**config.mk**
```make
export PLATFORM = sky130hd
export DESIGN_NAME = pipeline_skid_register
export DESIGN_NICKNAME = d
export VERILOG_FILES = /design/src/rtl/pipeline_skid_register.sv
export SDC_FILE = /design/constraint.sdc
export NUM_CORES = 1
export LEC_CHECK = 0
export CORE_MARGIN = 8
export CORE_UTILIZATION = 50
export DETAILED_ROUTE_END_ITERATION = 12
export PLACE_DENSITY = 0.79
export REMOVE_ABC_BUFFERS = 1
export SLEW_MARGIN = 20
export SYNTH_ARGS = -nofsm -noshare
export SYNTH_HDL_FRONTEND = slang
export SYNTH_SLANG_ARGS = --single-unit
```
**constraint.sdc**
```tcl
create_clock -name clk -period 1.9 [get_ports clk]
set_clock_uncertainty 0.05 [all_clocks]
set_input_delay 0.19 -clock clk [delete_from_list [all_inputs] [get_ports clk]]
set_output_delay 0.19 -clock clk [all_outputs]
set_load 0.01 [all_outputs]
```
**src/rtl/pipeline_skid_register.sv**
```systemverilog
// -----------------------------------------------------------------------------
// pipeline_skid_register
//
// Pipeline register between the execute and memory stages of a CPU. It carries
// the packed M+WB control field plus the ALU result, zero flag, store data,
// func3 and destination register. The handshake is valid/ready on both sides.
//
// With skid_enable=1 the block is a two-entry skid buffer. in_ready is a pure
// flop output, so there is no combinational path from out_ready back
// upstream. The second (skid) entry absorbs the one beat that can arrive while
// the downstream stall is still propagating.
//
// With skid_enable=0 the block is a single-entry register. Its in_ready
// follows out_ready combinationally, and no skid storage is built.
//
// Ports
//   clk             : single clock, every flop updates on the rising edge
//   n_reset         : asynchronous active-low reset
//   clear_pipeline  : synchronous flush of all held entries (valid bits only)
//   in_valid        : upstream offers a beat
//   in_ready        : this stage accepts a beat on the next edge
//   in_ctrl         : packed M+WB control field           [ctrl_bits]
//   in_alu_result   : ALU result                          [data_bits]
//   in_alu_zero     : ALU zero flag
//   in_store_data   : store data                          [data_bits]
//   in_func3        : instruction func3                   [3]
//   in_rd           : destination register index          [5]
//   out_valid       : a beat is presented downstream
//   out_ready       : downstream takes the beat on the next edge
//   out_*           : the oldest held beat; out_ctrl reads zero on a bubble
//   occupancy       : number of held entries, 0..2 (registered)
// -----------------------------------------------------------------------------
module pipeline_skid_register #(
    parameter int data_bits   = 32,
    parameter int ctrl_bits   = 8,
    parameter bit skid_enable = 1'b1
) (
    input  logic                 clk,
    input  logic                 n_reset,
    input  logic                 clear_pipeline,

    input  logic                 in_valid,
    output logic                 in_ready,
    input  logic [ctrl_bits-1:0] in_ctrl,
    input  logic [data_bits-1:0] in_alu_result,
    input  logic                 in_alu_zero,
    input  logic [data_bits-1:0] in_store_data,
    input  logic [2:0]           in_func3,
    input  logic [4:0]           in_rd,

    output logic                 out_valid,
    input  logic                 out_ready,
    output logic [ctrl_bits-1:0] out_ctrl,
    output logic [data_bits-1:0] out_alu_result,
    output logic                 out_alu_zero,
    output logic [data_bits-1:0] out_store_data,
    output logic [2:0]           out_func3,
    output logic [4:0]           out_rd,

    output logic [1:0]           occupancy
);

    localparam int PAY_W = ctrl_bits + data_bits + 1 + data_bits + 3 + 5;

    // The encoding doubles as the occupancy count.
    typedef enum logic [1:0] {
        ST_EMPTY = 2'd0,
        ST_ONE   = 2'd1,
        ST_FULL  = 2'd2
    } state_e;

    state_e             state_q, state_d;
    logic               in_ready_q, in_ready_d;
    logic [PAY_W-1:0]   main_q, main_d;
    logic [PAY_W-1:0]   skid_q;
    logic [PAY_W-1:0]   in_payload;
    logic [ctrl_bits-1:0] main_ctrl;
    logic               skid_load;
    logic               in_fire;
    logic               out_fire;

    assign in_payload = {in_ctrl, in_alu_result, in_alu_zero,
                         in_store_data, in_func3, in_rd};

    assign out_valid = (state_q != ST_EMPTY);
    assign occupancy = 2'(state_q);

    // in_ready_q is low through reset and for the first edge after it. In
    // skid mode it is the whole ready. In single-entry mode it only gates
    // the combinational pass-through.
    generate
        if (skid_enable) begin : g_ready_reg
            assign in_ready = in_ready_q;
        end else begin : g_ready_comb
            assign in_ready = in_ready_q && (!out_valid || out_ready);
        end
    endgenerate

    assign in_fire  = in_valid && in_ready;
    assign out_fire = out_valid && out_ready;

    always_comb begin
        state_d    = state_q;
        main_d     = main_q;
        skid_load  = 1'b0;
        in_ready_d = 1'b1;

        if (clear_pipeline) begin
            // The flush drops valid bits only. Payload flops keep their old
            // contents, and the incoming beat is discarded.
            state_d = ST_EMPTY;
        end else begin
            case (state_q)
                ST_EMPTY: begin
                    if (in_fire) begin
                        state_d = ST_ONE;
                        main_d  = in_payload;
                    end
                end
                ST_ONE: begin
                    if (in_fire && out_fire) begin
                        main_d = in_payload;
                    end else if (in_fire) begin
                        // Downstream stalled: park the new beat behind main.
                        state_d   = ST_FULL;
                        skid_load = 1'b1;
                    end else if (out_fire) begin
                        state_d = ST_EMPTY;
                    end
                end
                ST_FULL: begin
                    if (out_fire) begin
                        state_d = ST_ONE;
                        main_d  = skid_q;
                    end
                end
                default: begin
                    state_d = ST_EMPTY;
                end
            endcase
        end

        if (skid_enable) begin
            in_ready_d = (state_d != ST_FULL);
        end
    end

    always_ff @(posedge clk or negedge n_reset) begin
        if (!n_reset) begin
            state_q    <= ST_EMPTY;
            in_ready_q <= 1'b0;
            main_q     <= '0;
        end else begin
            state_q    <= state_d;
            in_ready_q <= in_ready_d;
            main_q     <= main_d;
        end
    end

    generate
        if (skid_enable) begin : g_skid
            logic [PAY_W-1:0] skid_d;

            always_comb begin
                skid_d = skid_q;
                if (skid_load) begin
                    skid_d = in_payload;
                end
            end

            always_ff @(posedge clk or negedge n_reset) begin
                if (!n_reset) begin
                    skid_q <= '0;
                end else begin
                    skid_q <= skid_d;
                end
            end
        end else begin : g_no_skid
            assign skid_q = '0;
        end
    endgenerate

    assign {main_ctrl, out_alu_result, out_alu_zero,
            out_store_data, out_func3, out_rd} = main_q;

    // A bubble must never carry mem_write/reg_write into the next stage.
    assign out_ctrl = out_valid ? main_ctrl : '0;

`ifndef SYNTHESIS
    a_full_not_ready: assert property (@(posedge clk) disable iff (!n_reset)
        (state_q == ST_FULL) |-> !in_ready);

    a_bubble_ctrl: assert property (@(posedge clk) disable iff (!n_reset)
        !out_valid |-> (out_ctrl == '0));

    a_hold_stalled: assert property (@(posedge clk) disable iff (!n_reset)
        (out_valid && !out_ready && !clear_pipeline) |=> $stable(main_q));
`endif

endmodule
```
## Yosys cells after proc, flatten, opt, wreduce, memory -nomap -nowiden

Index checks and enable logic that the tools add are counted.

| word-level totals | value |
|---|---|
| word-level logic and storage cells | 34 |
| register bits | 165 |

| operators by class | value |
|---|---|
| multiplexer cells | 16 |
| equal/unequal tests | 6 |
| bitwise operators | 1 |
| reduce and logical (&&, ||, !) cells | 7 |

Operators with widths:

| operator | count |
|---|---|
| 81-bit two-way mux | 3 |
| 81-bit case mux with 3 select lines | 1 |
| 2-bit two-way mux | 6 |
| 8-bit two-way mux | 1 |
| 2-bit inequality test (second input constant) | 4 |
| 2-bit case mux with 3 select lines | 1 |
| 5-bit AND reduction | 1 |
| 1-bit two-way mux | 4 |
| 1-bit logical AND | 3 |
| 3-bit nonzero test | 1 |
| 2-bit by 1-bit equality test with 1-bit output (second input constant) | 1 |
| 2-bit equality test (second input constant) | 1 |
| 2-bit zero test | 1 |
| 2-bit nonzero test | 1 |
| 1-bit NOT | 1 |

## Depth between registers and ports, before layout

Gate-level depths: netlist (run 1).

| logic depth | value |
|---|---|
| word-level depth | 8 |
| gate-level depth with buffers | 7 |
| mapped depth without buffers | 4 |

## Worst setup path after synthesis (run 1)

OpenSTA, ideal clock, no wires.

| timing path | value |
|---|---|
| path kind | flip-flop to flip-flop |
| start | register state_q[0], in the netlist occupancy[0] |
| end | register main_q[35] |
| path buffers | 3 |
| stages on the path, launching flop included | 8 |
| setup slack | 0.298 ns |
| data arrival time | 1.422 ns |
| path through | dfrtp_1 -> nor2b_4 -> o41a_1 -> buf_6 -> buf_6 -> buf_6 -> nand2_2 -> o21ai_2 |

| between the ends | value |
|---|---|
| longest elaborated chain between the ends | 5 |
| elaborated cells on any way between the ends | 12 |
| those cells by class | eq/ne (5); mux (1); reduce/logical (6) |

Ends and longest elaborated chain:

| what | RTL line | text |
|---|---|---|
| start: declaration | 72 | `state_e state_q, state_d;` |
| start signal: assignment | 154 | `state_q <= state_d;` |
| 2-bit nonzero test | 85 | `assign out_valid = (state_q != ST_EMPTY);` |
| 1-bit logical AND | 100 | `assign out_fire = out_valid && out_ready;` |
| 1-bit logical AND | 121 | `if (in_fire && out_fire) begin` |
| 2-bit inequality test (no line) | n/a |  |
| 5-bit AND reduction (no line) | n/a |  |
| end signal: assignment | 156 | `main_q <= main_d;` |
| end: declaration | 74 | `logic [PAY_W-1:0] main_q, main_d;` |

Parallel ways exist; a longest one is shown, timed or not.
A chain may end at the register's enable or synchronous reset.

## Worst setup path after layout (run 1)

| timing path | value |
|---|---|
| start | register state_q[1], in the netlist occupancy[1] |
| end | register skid_q[6] |

| between the ends | value |
|---|---|
| longest elaborated chain between the ends | 6 |
| elaborated cells on any way between the ends | 7 |
| those cells by class | eq/ne (1); mux (3); reduce/logical (3) |

Ends and longest elaborated chain:

| what | RTL line | text |
|---|---|---|
| 2-bit nonzero test | 85 |  |
| 1-bit logical AND | 100 |  |
| 1-bit logical AND | 121 |  |
| 1-bit two-way mux | 121 |  |
| 1-bit two-way mux * | 113 | `case (state_q)` |
| 1-bit two-way mux * | 108 | `if (clear_pipeline) begin` |
| end signal: assignment | 175 | `skid_q <= skid_d;` |
| end: declaration | 75 | `logic [PAY_W-1:0] skid_q;` |

Every way passes the cells marked *; elsewhere a longest branch is shown, timed or not.

==> results.md, run 1 <==
* Area contributors post-synth: dfrtp_1 54%, mux2_2 12%, mux2i_1 11%
* Syn avg cell area at 12.3 µm²
* Crit path cell chain: buf_4 -> and3b_1 -> nand3b_1 -> buf_4 -> buf_12 -> mux2_2
* Via density at about 5
* Port Buf Inserts at 170
* CP endpoint kind: flip-flop
* Power Dens Cells at about 1100 nW/µm²
* Family with the most delay on the worst path: buffers and inverters
* CTS Buffer Depth at 2
* Setup Total Neg Slack at 0 ns
* Cells after Synth at 621
* Max Cap Viol at 0
* Global route total overflow at 0
* Global-route wire length before repair at 26700 µm
* Dpl ws at -0.0592 ns
* Antenna Violating Nets Remaining at 0
* H-tree Lvls at 4
* Vias in the first global route at 5240
* Data arrival, critical path at 2.15 ns
* Flops & latches, synth at around 170
* CP required at 2.15 ns
* Library cells used by synthesis at 24
* CTS tree: done
* Io pins at ~170
* Rows at 45
* WL/cell at 17.4 µm
* Final wirelength at roughly 16000 µm
* Worst hold path class: primary input to async pin
* Number of synthesized flops with an enable pin at 0
* Final Max Slew Viols at 0
* DIE HEIGHT at 139 µm
* Worst-path clk slew at 0.06 ns
* Most used cell, CP: buf_4
* Detailed Route Iter0 Violations at 281
* Final min period at 1.89 ns
* ANT cells at 0
* Core Area at 15000 µm²
* # DRC at 0
* Sequential area share after synthesis at 54.2%
* Post-synth top area cell: dfrtp_1
* Worst VDD drop at 0.606 mV
* CP Launch Type: flip-flop
* Largest stage delay on the critical path at 0.42 ns
* Slew headroom at 71.3%
* Critical path's slowest cell: dfrtp_2
* Hold Violations, Final at 0
* Filler Cell Count at 1129
* Root buffer cell: clkbuf_16
* Layout cell share with drive strength beyond 1 at a little under a quarter
* Die span in x at 139 µm
* RSZ-0062 raised after global routing: yes
* Clock sink total at 165
* Most used DFF post-synth: dfrtp_1
* GRT Total Usage at 17.1%
* Top-count cell post-synth: dfrtp_1
* Crit Path Class: flip-flop to flip-flop
* Die ar. at 19400 µm²
* Synth Warn # at 0
* DR pass1 iterations at 4
* NumNets Final at 817
* Fmax at 0.529 GHz
* Initial Util at slightly above 50%
* Top cell type's share of synthesized area at 54.2%
* Outcome: completed
* # setup viols final at 0
* Clock Latency Late Sink at 0.42 ns
* Final worst setup slack at 0.00863 ns
* Fraction of registers with async set/reset at 100%
* Slew @ Worst Pin at 0.431 ns
* CP max FO at 26
* HPWL after DPL at roughly 12000 µm
* Vias at 4787
* Initial antenna violation count at 0
* Routability congestion estimate at 0.786
* Mapped cell area at 7620 µm²
* Fin crit share at between 90% and 100%
* Area growth, synth to finish at 27.6%
* Worst path bufs/invs at 3
* CTS Buf Count at 17
* Pleak at around 4.2 nW
* Synth cell count leaders: 165 x dfrtp_1, 82 x mux2i_1, 81 x mux2_2, 75 x buf_4, 72 x nand2_1
* Pin count of the biggest net entering global routing at slightly below 70
-- state kept, by name, indices dropped and copies added, names as in the netlist --
name       cells
occupancy      2
in_ready       1
skid_q        81
main_q        81
-- final timing paths --
kind,start,to,slack (ns),cells past startpoint
max in group asynchronous,n_reset,main_q[0],0.98,3
min reg2reg,main_q[79],main_q[79],0.43,2
max,occupancy[1],skid_q[6],0.009,6
min,n_reset,main_q[8],0.22,2
min in group clk,in_rd[3],skid_q[3],0.36,2
max reg2reg,occupancy[1],skid_q[6],0.009,6
-- kinds of logic (layout without fill, tap and decap cells) --
kind of cell	Yosys count	after routing	share of synthesized area [%]
buffers and inverters	110	233	11.0
muxes	163	163	22.7
DFF	165	165	54.2
AOI/OAI and AO/OA	85	85	6.21
and+or+nand+nor	98	98	5.83
-- worst register-to-register path: stages (launching register included) --
cell and delay (ns):
dfrtp_2 0.42, buf_4 0.16, and3b_1 0.26, nand3b_1 0.20, buf_4 0.22, buf_12 0.16
mux2_2 0.30
-- area by class of cell --
cell class | instances | area (µm²) | share of cell area [%]
well taps | 188 | 235 | 2.42
clock buffers | 19 | 453 | 4.66
multi-input cells | 346 | 2670 | 27.4
inverters | 2 | 7.51 | 0.0772
clock inverters | 13 | 156 | 1.61
repair buffers | 199 | 2070 | 21.3
flip-flops and latches | 165 | 4130 | 42.5
-- repair_timing --
action	CTS	global route
pin swaps	0	1
endpoints found under the setup margin	9	9
hold buffers	1	0
gates resized for setup	9	4
setup buffers	2	0
endpoints found under the hold margin	40	0
-- per-layer routing --
| metal | wire, µm | up-vias | track usage (%) |
|---|---|---|---|
| li1 | - | 2271 | - |
| met1 | 6880 | 2356 | 20.0 |
| met2 | 7960 | 134 | 28.6 |
| met3 | 1090 | 26 | 5.98 |
| met4 | 283 | 0 | 6.18 |
| met5 | 0 | - | 0 |
-- per-stage QoR --
stage               hold WS, ns  power, mW  utilization [%]  std cells  cell area, µm²
floorplan                -0.156       5.93                -        513            6790
global placement         0.0957       7.04             60.3        897            9070
detailed placement        0.102       7.19             60.3        897            9070
CTS                       0.222       10.7             64.6        932            9710
global route              0.246       11.1             64.7        932            9720
finish                    0.222       10.6             64.7        932            9720
-- cell usage in the layout, fill, tap and decap left out, drive strengths merged --
cell	n
dlygate4sd2	4
a21oi	2
nor2b	10
nor2	2
buf	29
inv	2
and3b	1
mux2i	82
bufinv	3
o21ai	81
o22a	1
mux2	81
clkinv	8
nand3b	1
dlymetal6s2s	3
clkinvlp	2
or3	1
clkdlybuf4s50	162
o41a	1
nand2	82
dlygate4sd3	1
clkbuf	19
nand4bb	1
dfrtp	165
-- power by group --
part | total, mW | internal (mW) | switching (mW)
clock | 3.49 | 2.13 | 1.36
sequential | 4.85 | 4.38 | 0.470
combinational | 2.26 | 1.36 | 0.901
total | 10.6 | 7.87 | 2.73
(Power assumes the default switching activity.)
==> run 2, diff against run 1 <==
--- a/config.mk
+++ b/config.mk
@@ -10,6 +10,7 @@
 export DETAILED_ROUTE_END_ITERATION = 12
 export PLACE_DENSITY = 0.79
 export REMOVE_ABC_BUFFERS = 1
+export SETUP_SLACK_MARGIN = 0.02
 export SLEW_MARGIN = 20
 export SYNTH_ARGS = -nofsm -noshare
 export SYNTH_HDL_FRONTEND = slang
==> run 2 against run 1 <==
Sequential cell count did not move. Register-to-register slack better by 0.04 ns. Hold slack better by 0.0022 ns. Wire length rose by 0.63%. Total power hardly changed. Worst setup slack improved by 0.035 ns. Fmax up 1.9%. Sequential share of layout area down 0.11 points. Critical path type unchanged. Critical endpoint is now skid_q[59].
==> results.md, run 2 (same netlist as run 1, synthesis figures left out) <==
* CTS tree: done
* Final Max Slew Viols at 0 (unchanged)
* Final min period at 1.86 ns (-0.0355 ns)
* Final wirelength at 16300 µm (+0.63%)
* Pleak at 4.15 nW (-0.36%)
* Area growth, synth to finish at 27.9%
* Root buffer cell: clkbuf_16
* Die span in x at 139 µm (unchanged)
* Port Buf Inserts at 170 (unchanged)
* Fin crit share at 97.7% (-1.9 points)
* Pin count of the biggest net entering global routing at 69 (unchanged)
* Slew headroom at 70.9% (-0.34 points)
* Detailed Route Iter0 Violations at 248 (-12%)
* Reg2Reg Setup Slack at 0.04 ns (+0.04 ns)
* Via density at 5.11 (-0.49%)
* WL/cell at 17.5 µm (+0.41%)
* NumNets Final at 819 (+0.24%)
* CP Launch Type: flip-flop
* Worst path bufs/invs at 3 (unchanged)
* # setup viols final at 0 (unchanged)
* Crit path cell chain: buf_4 -> and3b_2 -> nand3b_1 -> buf_6 -> clkbuf_16 -> mux2_2
* Io pins at 171 (unchanged)
* Hold Violations, Final at 0 (unchanged)
* CTS Buffer Depth at 2 (unchanged)
* CP max FO at 9 (-65%)
* Power Dens Cells at 1090 nW/µm² (-0.24%)
* Family with the most delay on the worst path: buffers and inverters
* Initial antenna violation count at 0 (unchanged)
* Clock sink total at 165 (unchanged)
* CTS Buf Count at 17 (unchanged)
* Routability congestion estimate at 0.786 (unchanged)
* Commonest non-fill, non-tap cell in the layout: dfrtp_1
* Vias in the first global route at 5240 (unchanged)
* CP endpoint kind: flip-flop
* HPWL after DPL at 11500 µm (unchanged)
* Final Util at 64.8% (+0.17 points)
* GRT Total Usage at 17.1% (unchanged)
* Global-route wire length before repair at 26700 µm (unchanged)
* Dpl ws at -0.0592 ns (unchanged)
* DIE HEIGHT at 139 µm (unchanged)
* DR pass1 iterations at 4 (unchanged)
* Worst-path clk slew at 0.06 ns (about the same)
* Outcome: completed
* Layout cell share with drive strength beyond 1 at 22.9% (+0.34 points)
* Crit Path Class: flip-flop to flip-flop
* Slew @ Worst Pin at 0.436 ns (+0.00512 ns)
* Vias at 4774 (-0.27%)
* Data arrival, critical path at 2.11 ns (-0.04 ns)
* Final worst setup slack at 0.0441 ns (+0.0355 ns)
* H-tree Lvls at 4 (unchanged)
* Clock Latency Late Sink at 0.42 ns (about the same)
* Antenna Violating Nets Remaining at 0 (unchanged)
* RSZ-0062 raised after global routing: yes
* CP required at 2.15 ns (about the same)
* Rows at 45 (unchanged)
* Critical path's slowest cell: dfrtp_2
* Hold slack at 0.225 ns (+0.00218 ns)
* Worst hold path class: primary input to async pin
* Die ar. at 19400 µm² (unchanged)
* Fmax at 0.539 GHz (+1.9%)
* Worst VDD drop at 0.605 mV (-0.13%)
* Global route total overflow at 0 (unchanged)
* ANT cells at 0 (unchanged)
* Most frequent cells in the layout: 163 x dfrtp_1, 162 x clkdlybuf4s50_1, 82 x mux2i_1, 81 x mux2_2, 72 x nand2_1
* Max Cap Viol at 0 (unchanged)
* Filler Cell Count at 1125 (-0.35%)
* Initial Util at 50.7% (unchanged)
* # DRC at 0 (unchanged)
* Core Area at 15000 µm² (unchanged)
* Largest stage delay on the critical path at 0.42 ns (about the same)
==> run 2: changes by cell type in the layout (fill, tap and decap cells not counted) <==
cell | previous run | this run
and3b_1 | 1 | 0
dlygate4sd2_1 | 4 | 7
buf_6 | 3 | 4
and3b_2 | 0 | 1
clkbuf_16 | 17 | 18
dlymetal6s2s_1 | 3 | 0
==> run 2: timing repair <==
| item | CTS | global route |
|---|---|---|
| endpoints found under the setup margin | 9 | 39 |
| gates cloned | 0 | 1 |
| buffers inserted | 2 | 1 |
| hold buffers | 1 | 0 |
| endpoints found under the hold margin | 40 | 0 |
| pin swaps | 0 | 1 |
| resized for setup | 12 | 3 |
==> run 2: layout make-up <==
class                      count  area, µm²  area share (%)
inverter                       2       7.51          0.0770
clock buffer                  19        453            4.65
sequential                   165       4130            42.4
multi-input combinational    346       2670            27.4
tap                          188        235            2.41
clock inverter                13        156            1.60
timing repair buffer         201       2100            21.5
==> run 2: path summary, 6_finish.rpt <==
path	startpoint	depth (start not counted)	to
max in group asynchronous	n_reset	3	main_q[0]
max reg2reg	occupancy[1]	6	skid_q[59]
min in group clk	in_rd[3]	2	skid_q[3]
min	n_reset	2	main_q[8]
min reg2reg	main_q[47]	2	main_q[47]
max	occupancy[1]	6	skid_q[59]
==> run 2: worst reg2reg max path, delay by kind of cell (launching register included) <==
| kind | cells | cell delay (ns) |
|---|---|---|
| AND/OR/NAND/NOR | 2 | 0.44 |
| flip-flops | 1 | 0.42 |
| multiplexers | 1 | 0.27 |
| buffers and inverters | 3 | 0.57 |
==> run 2: through the flow <==
step | setup TNS (ns) | total power, mW | cell area, µm² | cells
CTS | 0 | 10.7 | 9710 | 932
global placement | 0 | 7.04 | 9070 | 897
floorplan | -518.90 | 5.93 | 6790 | 513
global route | 0 | 11.1 | 9750 | 934
detailed placement | -3.53 | 7.19 | 9070 | 897
finish | 0 | 10.6 | 9750 | 934
==> run 2: metal layers <==
metal	GRT usage, %	vias to the layer above	part of all wire, %
met3	5.98	25	6.8
met5	0	-	0
li1	-	2271	-
met2	28.6	137	49
met1	20.0	2341	43
met4	6.18	0	1.7
==> run 2: where the power goes <==
part | switching [mW] | internal [mW] | total (mW)
clock network | 1.36 | 2.13 | 3.49
registers | 0.470 | 4.38 | 4.85
logic | 0.904 | 1.37 | 2.27
==> run 3, diff against run 2 <==
--- a/config.mk
+++ b/config.mk
@@ -7,7 +7,9 @@
 export LEC_CHECK = 0
 export CORE_MARGIN = 8
 export CORE_UTILIZATION = 50
+export CTS_BUF_LIST = sky130_fd_sc_hd__clkbuf_2
 export DETAILED_ROUTE_END_ITERATION = 12
+export GPL_ROUTABILITY_DRIVEN = 0
 export PLACE_DENSITY = 0.79
 export REMOVE_ABC_BUFFERS = 1
 export SETUP_SLACK_MARGIN = 0.02
==> run 3 against run 2 <==
The run now ends with negative setup slack left. Final area rose by 12%. Wire length increased by 28%. Utilization rose by 7.9 points. Largest cell class unchanged. Combinational power rose by 15%. Via count up 16%. Count of clock-buffer cells in the layout shrank 2. Global-route usage up 0.78 points. Fmax is 6.6% lower. Sequential cell count did not move. Clock power is 45% lower. Total power is 11% lower.
==> results.md, run 3 (same netlist as run 1, synthesis figures left out) <==
* Final worst setup slack at -0.0875 ns (-0.132 ns)
* Layout cell share with drive strength beyond 1 at 31.9% (+9.0 points)
* Crit Path Class: flip-flop to flip-flop
* DR pass1 iterations at 4 (unchanged)
* Critical path's slowest cell: dfrtp_2
* Via density at 5.28 (+3.2%)
* RSZ-0062 raised after global routing: yes
* Final Max Slew Viols at 0 (unchanged)
* Clock Latency Late Sink at 0.73 ns (+0.31 ns)
* WL met1 at 8710 µm (+25%)
* CTS Buf Count at 17 (unchanged)
* Fin crit share at 105% (+6.9 points)
* Die ar. at 19400 µm² (unchanged)
* NumNets Final at 938 (+15%)
* Clock sink total at 165 (unchanged)
* # DRC at 0 (unchanged)
* Slew headroom at 67.0% (-4.0 points)
* Fmax at 0.503 GHz (-6.6%)
* Pin count of the biggest net entering global routing at 69 (unchanged)
* DR WL met3 at 1140 µm (+3.5%)
* Detailed Route Iter0 Violations at 279 (+13%)
* DIE HEIGHT at 139 µm (unchanged)
* Fin cells at 1053 (+13%)
* Initial antenna violation count at 0 (unchanged)
* HPWL after DPL at 11500 µm (unchanged)
* Rows at 45 (unchanged)
* Antenna Violating Nets Remaining at 0 (unchanged)
* GRT Total Usage at 17.9% (+0.78 points)
* Die span in x at 139 µm (unchanged)
* Crit path cell chain: buf_4 -> buf_6 -> buf_6 -> nor2b_4 -> clkbuf_16 -> clkbuf_16 -> mux2i_1 -> o21ai_1
* Top Metal Used: met4
* # setup viols final at 73 (+73)
* Outcome: complete, but fails checks
* Pleak at 4.94 nW (+19%)
* Io pins at 171 (unchanged)
* CP max FO at 6 (-3)
* Final min period at 1.99 ns (+0.132 ns)
* Initial Util at 50.7% (unchanged)
* Area after DPL at 9070 µm² (unchanged)
* Slew @ Worst Pin at 0.496 ns (+0.0597 ns)
* Data arrival, critical path at 2.60 ns (+0.49 ns)
* Most frequent cells in the layout: 163 x dfrtp_1, 84 x clkdlybuf4s50_1, 80 x mux2_2, 74 x dlygate4sd2_1, 69 x dlygate4sd3_1
* Worst-path clk slew at 0.23 ns (+0.17 ns)
* Global-route wire length before repair at 28000 µm (+4.9%)
* H-tree Lvls at 4 (unchanged)
* Largest stage delay on the critical path at 0.47 ns (+0.05 ns)
* CTS Buffer Depth at 2 (unchanged)
* Post-route cell area at 10900 µm² (+12%)
* Power Dens Cells at 859 nW/µm² (-21%)
* CP required at 2.51 ns (+0.36 ns)
* Vias at 5557 (+16%)
* CP Launch Type: flip-flop
* WL/cell at 19.8 µm (+13%)
* Area growth, synth to finish at 43.6%
* Core Area at 15000 µm² (unchanged)
* Violated checks: negative setup slack
* Final wirelength at 20900 µm (+28%)
* Commonest non-fill, non-tap cell in the layout: dfrtp_1
* Port Buf Inserts at 170 (unchanged)
* Max Cap Viol at 0 (unchanged)
* Global route total overflow at 0 (unchanged)
* Root buffer cell: clkbuf_2
* CTS tree: done
* CP endpoint kind: flip-flop
* Hold slack at 0.0819 ns (-0.143 ns)
* ANT cells at 0 (unchanged)
* Vias in the first global route at 5597 (+6.8%)
* Worst VDD drop at 0.466 mV (-23%)
* Hold Violations, Final at 0 (unchanged)
* WL met2 at 10800 µm (+35%)
* Worst hold path class: primary input to flip-flop
* Placed instance count at 897 (unchanged)
==> run 3: metrics by stage <==
stage,util (%),TNS [ns],setup WS (ns),power (mW)
after global placement,60.3,0,0.0101,7.04
after CTS,67.1,-0.419,-0.0603,9.11
after floorplan,-,-518.90,-4.63,5.93
final,72.8,-2.07,-0.0875,9.40
after global routing,72.8,-9.20,-0.131,9.89
after detailed placement,60.3,-3.53,-0.0592,7.19
==> run 3: final timing paths <==
check | from | to | slack, ns | cells after the start
worst max-delay path | occupancy[0] | main_q[23] | -0.09 | 8
worst min-delay path | in_store_data[8] | main_q[16] | 0.08 | 3
worst max register to register | occupancy[0] | main_q[23] | -0.09 | 8
worst min register to register | main_q[47] | main_q[47] | 0.46 | 2
max in group asynchronous | n_reset | skid_q[0] | 1.05 | 4
min in group asynchronous | n_reset | main_q[73] | 0.50 | 4
==> run 3: worst max-delay path, delay by kind of cell (launching register included) <==
kind,cells,cell delay (ns)
AOI/OAI and AO/OA,1,0.11
and+or+nand+nor,1,0.26
DFF,1,0.47
muxes,1,0.26
buffers and inverters,5,0.75
==> run 3: what timing repair did <==
action / in CTS / in global routing
pin swaps: 2 / 18
gates resized for setup: 128 / 77
setup endpoints to repair: 85 / 147
gates cloned: 0 / 24
hold endpoints to repair: 276 / 0
hold buffers: 70 / 0
buffers inserted: 23 / 7
==> run 3: metal layers <==
| metal | up-vias | global-route usage (%) |
|---|---|---|
| li1 | 2538 | - |
| met1 | 2826 | 20.7 |
| met2 | 171 | 31.1 |
| met3 | 22 | 5.54 |
| met4 | 0 | 5.49 |
| met5 | - | 0 |
==> run 3: layout make-up <==
| class | count | area (µm²) |
|---|---|---|
| repair buffers | 318 | 3360 |
| multi-input cells | 348 | 2950 |
| flip-flops and latches | 165 | 4130 |
| well taps | 188 | 235 |
| fillers | 976 | 4090 |
| clock inverters | 15 | 164 |
| clock buffers | 17 | 85.1 |
| inverters | 2 | 7.51 |
==> run 3: report_power, final <==
group	switching (mW)	internal [mW]	leakage, nW
Combinational	1.10	1.50	2.76
Clock	1.21	0.718	0.148
Sequential	0.509	4.36	2.03
Total	2.82	6.58	4.94
